### config.mk
export PLATFORM = sky130hd
export DESIGN_NAME = fifo_flex
export DESIGN_NICKNAME = d
export VERILOG_FILES = /design/src/rtl/fifo_flex.sv
export SDC_FILE = /design/constraint.sdc
export NUM_CORES = 1
export LEC_CHECK = 0
export BUFFER_PORTS_ARGS = -buffer_cell sky130_fd_sc_hd__buf_4
export CORE_MARGIN = 3
export CORE_UTILIZATION = 48
export CTS_CLUSTER_DIAMETER = 100
export DETAILED_ROUTE_END_ITERATION = 7
export PLACE_DENSITY = 0.72
export SLEW_MARGIN = 20
export SYNTH_ARGS = -nofsm -noshare
export SYNTH_HDL_FRONTEND = slang
export SYNTH_SLANG_ARGS = --single-unit
### constraint.sdc
create_clock -name clk_i -period 5.9 [get_ports clk_i]
set_input_delay 0.885 -clock clk_i [delete_from_list [all_inputs] [get_ports clk_i]]
set_output_delay 0.885 -clock clk_i [all_outputs]
set_load 0.005 [all_outputs]
### src/rtl/fifo_flex.sv
// fifo_flex: parametrised synchronous FIFO, arbitrary depth, FWFT or registered read, flush, sticky errors.
// Ports: clk_i/rst_i (sync, active-high), flush_i; write side data_i/wr_en_i; read side rd_en_i/data_o/valid_o;
// status full_o, empty_o, almost_full_o, almost_empty_o, count_o; sticky overflow_o/underflow_o.
module fifo_flex #(
   parameter int DATA_WIDTH    = 32,
   parameter int DATA_DEPTH    = 8,
   parameter int AFULL_THRESH  = DATA_DEPTH - 1,
   parameter int AEMPTY_THRESH = 1,
   parameter bit FWFT          = 1'b1,
   parameter int CW            = $clog2(DATA_DEPTH + 1)
) (
   input  logic                  clk_i,
   input  logic                  rst_i,
   input  logic                  flush_i,
   input  logic [DATA_WIDTH-1:0] data_i,
   input  logic                  wr_en_i,
   input  logic                  rd_en_i,
   output logic [DATA_WIDTH-1:0] data_o,
   output logic                  valid_o,
   output logic                  full_o,
   output logic                  empty_o,
   output logic                  almost_full_o,
   output logic                  almost_empty_o,
   output logic [CW-1:0]         count_o,
   output logic                  overflow_o,
   output logic                  underflow_o
);
   localparam int PW = $clog2(DATA_DEPTH);
   localparam logic [CW-1:0] DEPTH_C = CW'(DATA_DEPTH);
   localparam logic [CW-1:0] AF_C    = CW'(AFULL_THRESH);
   localparam logic [CW-1:0] AE_C    = CW'(AEMPTY_THRESH);
   localparam logic [PW-1:0] LAST_C  = PW'(DATA_DEPTH - 1);
   logic [DATA_WIDTH-1:0] r_mem [DATA_DEPTH];
   logic [PW-1:0]         r_wr_ptr, r_rd_ptr;
   logic [CW-1:0]         r_count;
   logic                  r_ovf, r_udf;
   logic                  w_rd_acc, w_wr_acc;
   assign full_o         = r_count == DEPTH_C;
   assign empty_o        = r_count == '0;
   assign almost_full_o  = r_count >= AF_C;
   assign almost_empty_o = r_count <= AE_C;
   assign count_o        = r_count;
   assign overflow_o     = r_ovf;
   assign underflow_o    = r_udf;
   // a read frees a slot in the same cycle, so a full FIFO can still accept a concurrent write
   assign w_rd_acc = rd_en_i && !empty_o;
   assign w_wr_acc = wr_en_i && (!full_o || w_rd_acc);
   always_ff @(posedge clk_i)
      if (w_wr_acc && !rst_i && !flush_i) r_mem[r_wr_ptr] <= data_i;
   always_ff @(posedge clk_i) begin
      if (rst_i || flush_i) begin
         r_wr_ptr <= '0;
         r_rd_ptr <= '0;
         r_count  <= '0;
         r_ovf    <= 1'b0;
         r_udf    <= 1'b0;
      end else begin
         if (w_wr_acc) r_wr_ptr <= r_wr_ptr == LAST_C ? '0 : r_wr_ptr + 1'b1;
         if (w_rd_acc) r_rd_ptr <= r_rd_ptr == LAST_C ? '0 : r_rd_ptr + 1'b1;
         r_count <= r_count + CW'(w_wr_acc) - CW'(w_rd_acc);
         r_ovf   <= r_ovf | (wr_en_i && !w_wr_acc);
         r_udf   <= r_udf | (rd_en_i && empty_o);
      end
   end
   generate
      if (FWFT) begin : g_fwft
         assign data_o  = r_mem[r_rd_ptr];
         assign valid_o = !empty_o;
      end else begin : g_reg
         logic [DATA_WIDTH-1:0] r_data;
         logic                  r_valid;
         // flush drops valid but keeps the last word on data_o
         always_ff @(posedge clk_i) begin
            if (rst_i) begin
               r_data  <= '0;
               r_valid <= 1'b0;
            end else if (flush_i) begin
               r_valid <= 1'b0;
            end else begin
               r_valid <= w_rd_acc;
               if (w_rd_acc) r_data <= r_mem[r_rd_ptr];
            end
         end
         assign data_o  = r_data;
         assign valid_o = r_valid;
      end
   endgenerate
endmodule

======== Word level (Yosys, flattened, before mapping) ========
Memory sizes are Yosys's and may differ from the RTL's. A register that Yosys moved wholly into a read port is not among the register bits.
Cells that the tools add are included.
word-level totals
  input port bits ......................... 37
  memories kept ........................... 1
  memory bits (writable) .................. 256
  flip-flop bits (word level) ............. 12
  output and inout port bits .............. 43
  logic and storage cells ................. 37
memory list
  name   words  bits a word  rd ports  clocked after Yosys merged registers in  write ports  RTL line  text
  r_mem  8      32           1         1                                        1            33        logic [DATA_WIDTH-1:0] r_mem [DATA_DEPTH];
cells by class
  order comparisons ....................... 2
  equality and inequality tests ........... 3
  $add $sub $neg .......................... 4
  reduce and logical (&&, ||, !) cells .... 14
  muxes and demuxes ....................... 6
  bitwise logic cells ..................... 2
operators with widths
  cell                   count
  $mux W3                4
  $add A3 B1 Y3 const B  2
  $eq A3 B3 Y1 const B   2
  $logic_and A1 B1 Y1    6
  $logic_not A1 Y1       5
  $add A4 B1 Y4          1
  $eq A4 B4 Y1 const B   1
  $ge A4 B3 Y1 const B   1
  $le A4 B1 Y1 const B   1
  $logic_not A4 Y1       1
  $sub A4 B1 Y4          1
  $logic_or A1 B1 Y1     2
  $mux W1                2
  $or A1 B1 Y1           2

======== Depth between registers and ports, before layout ========
  depth after elaboration ................. 9
  depth in mapped cells ................... 13
  depth with buffers taken out ............ 12

======== Least setup slack after synthesis ========
Ideal clock, no wire load.
  path kind ............................... input port to flip-flop
  start point ............................. in rd_en_i
  end point ............................... mem r_mem[1][0] (enable)
  arrival ................................. 4.520 ns
  buffers on the path ..................... 0
  library setup time ...................... 0.501 ns
  required time ........................... 5.399 ns
  slack ................................... 0.878 ns
  cell stages on the path ................. 4
  path through ............................ nor2b_1 -> o21a_1 -> inv_1 -> nor4_1
on the way
  longest elaborated chain between the ends .. 7
RTL lines
  element                            RTL line  text
  from (decl)                        17        input logic rd_en_i,
  $logic_and A1 B1 Y1                46        assign w_rd_acc = rd_en_i && !empty_o;
  $logic_or A1 B1 Y1                 47        assign w_wr_acc = wr_en_i && (!full_o || w_rd_acc);
  $logic_and A1 B1 Y1                47
  $logic_and A1 B1 Y1 (2 in series)  49        if (w_wr_acc && !rst_i && !flush_i) r_mem[r_wr_ptr] <= data_i;
  $mux W1                            49
  $mux W1 (implied by the code)      49
  to (decl)                          33
Every way passes these cells.

==> metrics.csv <==
metric;value;unit
ant_nets;0;
clkSinkCount;271;
r2r_cells;7;
period_needed;3.90;ns
r2r_end;r_mem[1][1];
num_io_pins;80;
post-dp-hpwl;10700;µm
drive_gt1_frac;0.340;
fin_nets;615;
gp_congestion;0.699;
cts_buffers;27;
n_antenna_cell;0;
drt_wl_total;19200;µm
r2r-start;count_o[2];
setup_tns;0;ns
rsz0062_at_grt;false;
yosysWarnings;0;
holdPathStages;2;
arrival;3.01;ns
vdd.ir_drop.worst;210;µV
pre_cts_ws;2.52;ns
via_count;4867;
antenna_found_initial;0;
hold_path_class;reg2reg;
vias_per_cell;5.66;
timing.max_cap.violations;0;
fin_crit_sh;0.660;
setup_viol;0;
cts_tree;built;
rows;53;
utilization;0.580;
slew_headroom;0.294;
critPathRequiredTime;5.02;ns
start_util;0.497;
grt_max_degree;39;
hold_start;overflow_o;
leakagePower;0.00409;µW
yosysTopAreaCellShare;0.724;
grt_pass1_vias;5184;
grt_pass1_wl;29800;µm
worstSetupPathType;reg2out;
grt_use_total;0.162;
die-area;23900;µm²
synthCells;467;
cts-resized-gates;0;
h-tree-depth;1;
avgSynthCellArea;22.7;µm²
hold_path_end;overflow_o;
yosys.area.top_type;edfxtp_1;
power.total;3990;µW
synth_area;10600;µm²
cts_setup_buffers;0;
clkTransAtPathRegs;0.07;ns
routedWlPerCell;22.4;µm
synthesis.nets;517;
status;finished clean;
slew_viol_final;0;
dr.pass1.iters;4;
fin_skew;0.0120;ns
synth_seq_cells;271;
core_area;21400;µm²
setup_slack;2.00;ns
cts_buffer_depth;3;
hold_viol;0;
root_buffer;clkbuf_16;
insertion_delay;0.52;ns
async_flop_share;0;
first_iter_violations;366;
cts-hold-fix-buffers;0;
drc_errors;0;
final_cells;860;
synth_cell_type_count;36;
synth_edf_count;256;
synthTopCellsByArea;edfxtp_1 72%, mux4_1 9.9%, mux4_2 5.1%;
rrSetupSlack;2.89;ns
die_h;155;µm
port_buffers;79;
grt.overflow.total;0;
cp-start-kind;flip-flop;
end_kind;output port;
ys.flop_type;edfxtp_1;
syn2layout_area_growth;16.8;%
fmaxAchievable;257;MHz
worst-path-max-fanout;37;
die_w;155;µm
worstMarginPinSlew;1.06;ns
seq_area_frac_synth;0.753;
dpl.cell_count;811;
power_density;322;nW/µm²
## layer usage
layer,global-route usage,part of all wire,vias up
li1,-,-,2172
met1,0.229,0.43,2520
met2,0.266,0.49,146
met3,0.0325,0.058,29
met4,0.0345,0.018,0
met5,0,0,-
## cells in the final DEF (no fill, tap or decap), drive strengths merged, types with 2 or more instances in the layout
cell / synthesis / layout
ha: 12 / 12
clkbuf: 3 / 33
bufinv: 0 / 2
nor2: 9 / 9
mux4: 64 / 64
a21oi: 8 / 8
dfxtp: 15 / 15
nand2b: 2 / 2
o21ai: 3 / 3
nor4: 3 / 3
clkinvlp: 0 / 3
buf: 17 / 89
or3: 2 / 2
edfxtp: 256 / 256
inv: 12 / 14
or4: 2 / 2
nand3: 2 / 2
or3b: 2 / 2
mux2i: 4 / 4
mux2: 32 / 32
clkinv: 0 / 9
nand2: 7 / 7
## final cells by class
| class | instances | area (µm²) |
|---|---|---|
| Multi-Input combinational cell | 164 | 2500 |
| Timing Repair Buffer | 89 | 668 |
| Inverter | 12 | 45.0 |
| Tap cell | 275 | 344 |
| Fill cell | 1557 | 8960 |
| Clock inverter | 16 | 144 |
| Clock buffer | 33 | 698 |
| Sequential cell | 271 | 7990 |
## cell usage after synthesis (all sizes together) (3+ instances only)
library cell / count
a21oi: 8
buf: 17
clkbuf: 3
dfxtp: 15
edfxtp: 256
ha: 12
inv: 12
mux2: 32
mux2i: 4
mux4: 64
nand2: 7
nor2: 9
nor4: 3
o21ai: 3
## cells by family after synthesis
logic type	count (synthesis)	synth area share
buffers and inverters	32	0.0171
adder cells (fa/ha/maj)	13	0.0160
AO/OA/AOI/OAI	15	0.00825
flip-flops	271	0.753
XOR/XNOR	1	0.000825
AND/OR/NAND/NOR	35	0.0176
multiplexers	100	0.188
## per-stage QoR
stage / hold slack [ns] / area [µm²]
detailed placement: 0.460 / 11500
global route: 0.486 / 12400
global placement: 0.436 / 11500
CTS: 0.479 / 12400
floorplan: 0.442 / 10600
finish: 0.474 / 12400
## sequential cells by signal (all words and copies together), names as in the netlist, named ones only
register     flops
r_wr_ptr         3
r_rd_ptr         3
r_mem          256
overflow_o       1
underflow_o      1
count_o          4
## how the worst max path moves through the flow
stage	slack, ns	cells past startpoint	start	end
3_5_place_dp	2.52	4	flip-flop	data_o[21]
5_1_grt	1.83	4	flip-flop	data_o[21]
4_1_cts	1.93	4	flip-flop	data_o[21]
6_report	2.00	4	flip-flop	data_o[21]
3_3_place_gp	2.55	4	flip-flop	data_o[21]
2_1_floorplan	0.88	4	rd_en_i	r_mem[1][0]
## critical path, cell delays in order, from the launching register on
cell and delay, ns:
dfxtp_4 0.79, buf_4 0.57, mux4_1 0.64, mux2_2 0.31
buf_4 0.14
## power by group
group          switching (µW)  internal (µW)
Combinational             108            131
Clock                     677            932
Sequential               20.3           2120
No activity file was read; power rests on OpenSTA's default activity.
